## src/rtl/imem_loader.sv

```systemverilog
// imem_loader: boot-time program loader for the 5-stage MIPS core.
// Accepts a byte stream (valid/ready/last), packs big-endian 32-bit words
// and writes them sequentially into the instruction memory write port.
// The core is held in reset (cpu_reset_n=0) until a well-formed image is in.
// Optional feature macro: IMEM_LOADER_CHECKSUM_EN -- when defined, the in_last
// byte is an XOR checksum over all preceding image bytes instead of data.
module imem_loader #(
  parameter int ADDR_W = 5
) (
  input  logic              clock,
  input  logic              reset,
  input  logic              start,
  input  logic              in_valid,
  input  logic [7:0]        in_data,
  input  logic              in_last,
  output logic              in_ready,
  output logic              imem_we,
  output logic [ADDR_W-1:0] imem_addr,
  output logic [31:0]       imem_wdata,
  output logic              cpu_reset_n,
  output logic              busy,
  output logic              error,
  output logic [ADDR_W:0]   words_loaded
);

  typedef enum logic [1:0] {
    IDLE = 2'd0,
    LOAD = 2'd1,
    DONE = 2'd2,
    ERR  = 2'd3
  } state_t;

  // Word count at which the memory is full; a further word is an overflow.
  localparam logic [ADDR_W:0] CAPACITY = {1'b1, {ADDR_W{1'b0}}};
  localparam logic [ADDR_W:0] ONE_WORD = {{ADDR_W{1'b0}}, 1'b1};

  state_t              state_reg, state_next;
  logic [1:0]          byte_cnt_reg, byte_cnt_next;
  logic [23:0]         shift_reg, shift_next;   // first three bytes of the word being built
  logic                we_reg, we_next;
  logic [ADDR_W-1:0]   addr_reg, addr_next;
  logic [31:0]         wdata_reg, wdata_next;
  logic [ADDR_W:0]     words_reg, words_next;
  logic                in_ready_reg;
  logic                busy_reg;
  logic                error_reg;
  logic                cpu_run_reg;

  logic xfer;        // a byte moves this cycle
  logic data_byte;   // the moving byte belongs to the instruction data
  logic overflow;    // memory already holds CAPACITY words

  assign xfer     = in_valid && in_ready_reg;
  assign overflow = (words_reg == CAPACITY);

`ifdef IMEM_LOADER_CHECKSUM_EN
  logic [7:0] csum_reg, csum_next;
  // The trailing checksum byte is not part of the image data.
  assign data_byte = xfer && !in_last;
`else
  assign data_byte = xfer;
`endif

  // State register; reset always returns to IDLE.
  always_ff @(posedge clock or posedge reset) begin
    if (reset) begin
      state_reg <= IDLE;
    end else begin
      state_reg <= state_next;
    end
  end

  // Next-state and datapath decisions: byte packing, write issue, end-of-image checks.
  always_comb begin
    state_next    = state_reg;
    byte_cnt_next = byte_cnt_reg;
    shift_next    = shift_reg;
    we_next       = 1'b0;
    addr_next     = addr_reg;
    wdata_next    = wdata_reg;
    words_next    = words_reg;
`ifdef IMEM_LOADER_CHECKSUM_EN
    csum_next     = csum_reg;
`endif
    case (state_reg)
      IDLE, DONE, ERR: begin
        if (start) begin
          state_next    = LOAD;
          byte_cnt_next = 2'd0;
          words_next    = '0;
`ifdef IMEM_LOADER_CHECKSUM_EN
          csum_next     = 8'h00;
`endif
        end
      end
      LOAD: begin
        // start is deliberately ignored while a load is in progress
        if (data_byte) begin
          shift_next    = {shift_reg[15:0], in_data};
          byte_cnt_next = byte_cnt_reg + 2'd1;
`ifdef IMEM_LOADER_CHECKSUM_EN
          csum_next     = csum_reg ^ in_data;
`endif
          if (byte_cnt_reg == 2'd3) begin
            if (overflow) begin
              // no room for this word: drop it and fail the load
              state_next = ERR;
            end else begin
              we_next    = 1'b1;
              addr_next  = words_reg[ADDR_W-1:0];
              wdata_next = {shift_reg, in_data};
              words_next = words_reg + ONE_WORD;
            end
          end
        end
        if (xfer && in_last) begin
`ifdef IMEM_LOADER_CHECKSUM_EN
          // checksum must sit on a word boundary and match the running XOR
          state_next = ((byte_cnt_reg == 2'd0) && (in_data == csum_reg)) ? DONE : ERR;
`else
          // last byte must complete a word that actually fitted in memory
          state_next = ((byte_cnt_reg == 2'd3) && !overflow) ? DONE : ERR;
`endif
        end
      end
      default: state_next = IDLE;
    endcase
  end

  // Datapath and registered status outputs derived from the next state.
  always_ff @(posedge clock or posedge reset) begin
    if (reset) begin
      byte_cnt_reg <= 2'd0;
      shift_reg    <= 24'h0;
      we_reg       <= 1'b0;
      addr_reg     <= '0;
      wdata_reg    <= 32'h0;
      words_reg    <= '0;
      in_ready_reg <= 1'b0;
      busy_reg     <= 1'b0;
      error_reg    <= 1'b0;
      cpu_run_reg  <= 1'b0;
    end else begin
      byte_cnt_reg <= byte_cnt_next;
      shift_reg    <= shift_next;
      we_reg       <= we_next;
      addr_reg     <= addr_next;
      wdata_reg    <= wdata_next;
      words_reg    <= words_next;
      in_ready_reg <= (state_next == LOAD);
      busy_reg     <= (state_next == LOAD);
      error_reg    <= (state_next == ERR);
      cpu_run_reg  <= (state_next == DONE);
    end
  end

`ifdef IMEM_LOADER_CHECKSUM_EN
  // Running XOR of every data byte of the current image.
  always_ff @(posedge clock or posedge reset) begin
    if (reset) begin
      csum_reg <= 8'h00;
    end else begin
      csum_reg <= csum_next;
    end
  end
`endif

  assign in_ready     = in_ready_reg;
  assign imem_we      = we_reg;
  assign imem_addr    = addr_reg;
  assign imem_wdata   = wdata_reg;
  assign words_loaded = words_reg;
  assign busy         = busy_reg;
  assign error        = error_reg;
  assign cpu_reset_n  = cpu_run_reg;

endmodule
```

## config.mk

```make
export PLATFORM = sky130hd
export DESIGN_NAME = imem_loader
export DESIGN_NICKNAME = d
export VERILOG_FILES = /design/src/rtl/imem_loader.sv
export SDC_FILE = /design/constraint.sdc
export NUM_CORES = 1
export LEC_CHECK = 0
export ABC_AREA = 1
export CELL_PAD_IN_SITES_DETAIL_PLACEMENT = 1
export CELL_PAD_IN_SITES_GLOBAL_PLACEMENT = 2
export CORE_MARGIN = 2
export CORE_UTILIZATION = 33
export CTS_CLUSTER_SIZE = 28
export DETAILED_ROUTE_END_ITERATION = 8
export GPL_ROUTABILITY_DRIVEN = 0
export PLACE_DENSITY = 0.8
export SLEW_MARGIN = 30
export SYNTH_ARGS = -nofsm -noshare
export SYNTH_HDL_FRONTEND = slang
export SYNTH_SLANG_ARGS = --single-unit
```

## constraint.sdc

```tcl
create_clock -name clock -period 6.3 [get_ports clock]
set_clock_uncertainty 0.05 [all_clocks]
set_input_delay 1.26 -clock clock [delete_from_list [all_inputs] [get_ports clock]]
set_output_delay 1.26 -clock clock [all_outputs]
set_load 0.01 [all_outputs]
```

* Yosys cells after proc, flatten, opt, wreduce, memory -nomap -nowiden *
Index checks and enable logic that the tools add are counted.
Widths: inputs -> output; s select.

word-level totals
  bits in registers = 75
  input port bits = 13

operators by class
  add/subtract/negate cells = 2
  equal/unequal tests = 12
  multiplexer cells = 19
  bitwise operators = 1
  reductions and logical operators = 10

operator list
  operator             number
  $mux 6               4
  $mux 2               7
  $pmux 6 s2           1
  $eq 2x2->1 const B   5
  $ne 2x2->1 const B   4
  $pmux 2 s2           2
  $reduce_and 4->1     2
  $add 6x1->6 const B  1
  $eq 6x6->1 const B   1
  $mux 1               5
  $eq 2x1->1 const B   2
  $reduce_and 2->1     2
  $logic_and 1x1->1    3
  $reduce_or 3->1      1
  $add 2x1->2 const B  1
  $logic_not 2->1      1
  $logic_not 1->1      1
  $not 1->1            1

* Longest topological paths before layout *
  depth in word-level cells = 7
  mapped depth = 10

* Least setup slack after synthesis *
OpenSTA, ideal clock, no wires.

  kind = input port to flip-flop
  start point = in in_valid
  end point = reg words_reg[4], in the netlist words_loaded[4]
  data arrival time = 1.974 ns
  required time = 6.133 ns
  setup slack = 4.159 ns
  stages = 6
  path through = nand2_1 > nor2_8 > nand3_4 > buf_4 > nand3_1 > nand2_1

between the ends
  longest elaborated chain between the ends = 3

RTL lines
  element                            line  source
  start: declaration                 13    input logic in_valid,
  $logic_and 1x1->1                  53    assign xfer = in_valid && in_ready_reg;
  $ne 2x2->1 (no source line)        -
  $reduce_and 4->1 (no source line)  -
  end signal: assignment             149   words_reg <= words_next;
  end: declaration                   43    logic [ADDR_W:0] words_reg, words_next;

No other way between the ends.
A chain may end at the register's enable or synchronous reset.

* Worst setup path in the final report *
  start point = in in_valid
  end point = reg words_reg[0], in the netlist words_loaded[0]

Same word-level chain as after synthesis.

==> metrics.md <==
| Metric | Value |
|---|---|
| Seq pwr share | `41.6%` |
| Clock root buffer | `clkbuf_8` |
| Clock power frac | `26.9%` |
| Critical Path Sink Type | `register` |
| Via Count | `2224` |
| Die ar. | `9886 um^2` |
| # hold bufs at CTS | `0` |
| Max-slew violations | `0` |
| Post-synthesis cell area | `3005 um^2` |
| Synth Net Count | `338` |
| Initial Util | `34.29%` |
| Final period demand of the worst path | `3341 ps` |
| Via density | `4.511` |
| Register-to-Register Path Depth | `7` |
| Design area | `3940 um^2` |
| ANT cells | `0` |
| Slew at the pin with the worst max-slew slack | `671.7 ps` |
| Worst-Skew Late Latency | `350 ps` |
| Final ANT Viol Nets | `0` |
| Post-layout util | `44.96%` |
| Global route overflow | `0` |
| Pin count of the biggest net entering global routing | `76` |
| Gr usage total | `14.51%` |
| Beginning of the worst hold path | `shift_reg[20]` |
| Syn Area/Cell | `9.333 um^2` |
| Max cap viols | `0` |
| Critical Path AT | `3560 ps` |
| # IOs | `61` |
| Avg WL per Cell | `13.14 um` |
| Seq/Total Area, Yosys | `62.45%` |
| P_int | `1.281 mW` |
| Post-Route WL | `6479 um` |
| Area post-placement | `3661 um^2` |
| First-pass GRT wire length | `11200 um` |
| Switching part of the total power | `30.94%` |
| Synth unique cells | `22` |
| Hold EP | `imem_wdata[28]` |
| DR iter-0 viols | `122` |
| CTS H-tree depth | `3` |
| Tot Pwr | `1.854 mW` |
| Die Span X | `99.43 um` |
| Final hold violation count | `0` |
| Worst r2r dst | `words_loaded[0]` |
| Yosys warns | `0` |
| Largest register FFs | `32` |
| Clock sinks | `75` |
| CTS resizes | `0` |
| P&R area growth vs syn | `31.10%` |
| Hold WS | `427.5 ps` |
| RSZ-0062 raised after global routing | `no` |
| Post-synth top area cell | `dfrtp_1` |
| Period utilization | `53.03%` |
| VDD IR max | `0.0001738 V` |
| First drt pass iteration count | `4` |
| Top-area cell type share of the netlist area | `62.45%` |
| Rows | `34` |
| DRC Markers | `0` |
| Most frequent cells in the layout | `121 x nand2_1, 75 x dfrtp_1, 60 x clkdlybuf4s50_1` |
| Reg clk slew, reported paths | `80 ps` |
| Worst Path Required | `6520 ps` |
| Logic pwr share | `31.5%` |
| Hold Crit Class | `register to register` |
| Yosys reg bits | `75` |
| Die span in y | `99.43 um` |
| Share of layout cells above drive strength 1 | `6.753%` |
| Buffers on Ports | `60` |
| Core area | `8763 um^2` |
| Lkg Pwr | `1.890 nW` |
| R2r startpoint | `state_reg[1]` |
| Pwr dens | `470.6 nW/um^2` |
| Maximum clock path buffer count | `2` |
| Status | `finished clean` |
| Nets | `396` |
| Hpwl dp | `4280 um` |
| Hold path depth | `2` |
| Main area contributors after synthesis | `dfrtp_1 62%, nand2_1 15%, o21ai_0 4.5%` |
| Achievable clock frequency | `299.3 MHz` |
| Startpoint Class | `input pin` |
| Rel. slew slack | `55.22%` |
| Setup violators final | `0` |
| Cts bufs inserted | `9` |
| # Post-CTS Setup Buffers | `0` |
| Crit Path Category | `input pin to register` |
| Setup_tns | `0 ps` |
| CP max FO | `62` |
| Most common cell after layout, fill and taps aside | `nand2_1` |
| Net Sw Power | `573.6 uW` |
| Initial antenna violation count | `0` |
| Vias in the first global route | `2231` |
| Cells after Synth | `322` |
| R2R Setup Slk | `3900 ps` |
| TritonCTS clock tree | `built` |
worst max path at each step:
| stage | depth (start not counted) | startpoint | slack (ps) | to |
|---|---|---|---|---|
| final | 7 | in_valid | 2960 | words_loaded[0] |
| after global routing | 7 | in_valid | 2600 | words_loaded[0] |
| after CTS | 7 | in_valid | 2900 | words_loaded[0] |
| after detailed placement | 7 | in_valid | 2520 | words_loaded[0] |
| after global placement | 7 | in_valid | 2570 | imem_addr[3] |
| after floorplan | 1 | reset | 3080 | busy |
synthesized netlist by cell type:
library cell	n
buf_2	5
buf_4	6
buf_6	1
clkbuf_1	2
dfrtp_1	75
ha_1	3
inv_1	29
inv_2	2
nand2_1	121
nand2_2	2
nand3_1	10
nand3_2	1
nand3_4	1
nor2_1	10
nor2_2	1
nor2_8	1
o21ai_0	27
o21ai_1	19
o21bai_1	2
or2_2	1
xnor2_1	1
xor2_1	2
kinds of logic (layout without fill, tap and decap cells):
kind of cell	after synthesis	after routing	share of synthesized area, %
flip-flops	75	75	62.45
XOR/XNOR	3	3	0.8744
buffers and inverters	45	108	6.827
adder cells (fa/ha/maj)	3	3	1.249
AND/OR/NAND/NOR	148	148	20.44
AO/OA/AOI/OAI	48	48	8.160
final cells by class:
class	instances	area [um^2]
Tap cell	108	135.1
Sequential cell	75	1877
Multi-Input combinational cell	202	923.4
Inverter	31	117.6
Fill cell	1022	4823
Timing Repair Buffer	61	611.8
Clock buffer	12	155.1
Clock inverter	4	120.1
power groups by stage:
stage	clock network [mW]	registers [mW]	logic [mW]
after floorplan	0	0.809	0.257
after global placement	0	0.776	0.578
after detailed placement	0	0.781	0.592
after CTS	0.511	0.776	0.598
after global routing	0.531	0.798	0.663
final	0.499	0.771	0.585
worst max-delay path, cell delays in order:
cell and delay [ps]:
clkdlybuf4s50_1 460, nand2_1 130, nor2_8 400, nand3_4 550, inv_2 570, nand2_1 80
o21ai_0 90
metrics by stage:
stage          setup WS (ps)  cells
5_1_grt                 2599    493
3_3_place_gp            2569    477
2_1_floorplan           3080    322
4_1_cts                 2897    493
6_report                2959    493
3_5_place_dp            2524    477
metal layers:
layer	global-route usage [%]	vias up	routed length [um]
met1	20.77	1066	3177
li1	-	1110	-
met5	0	-	0
met4	7.903	0	126
met2	20.84	38	2951
met3	2.670	10	223
(Power assumes the default switching activity.)
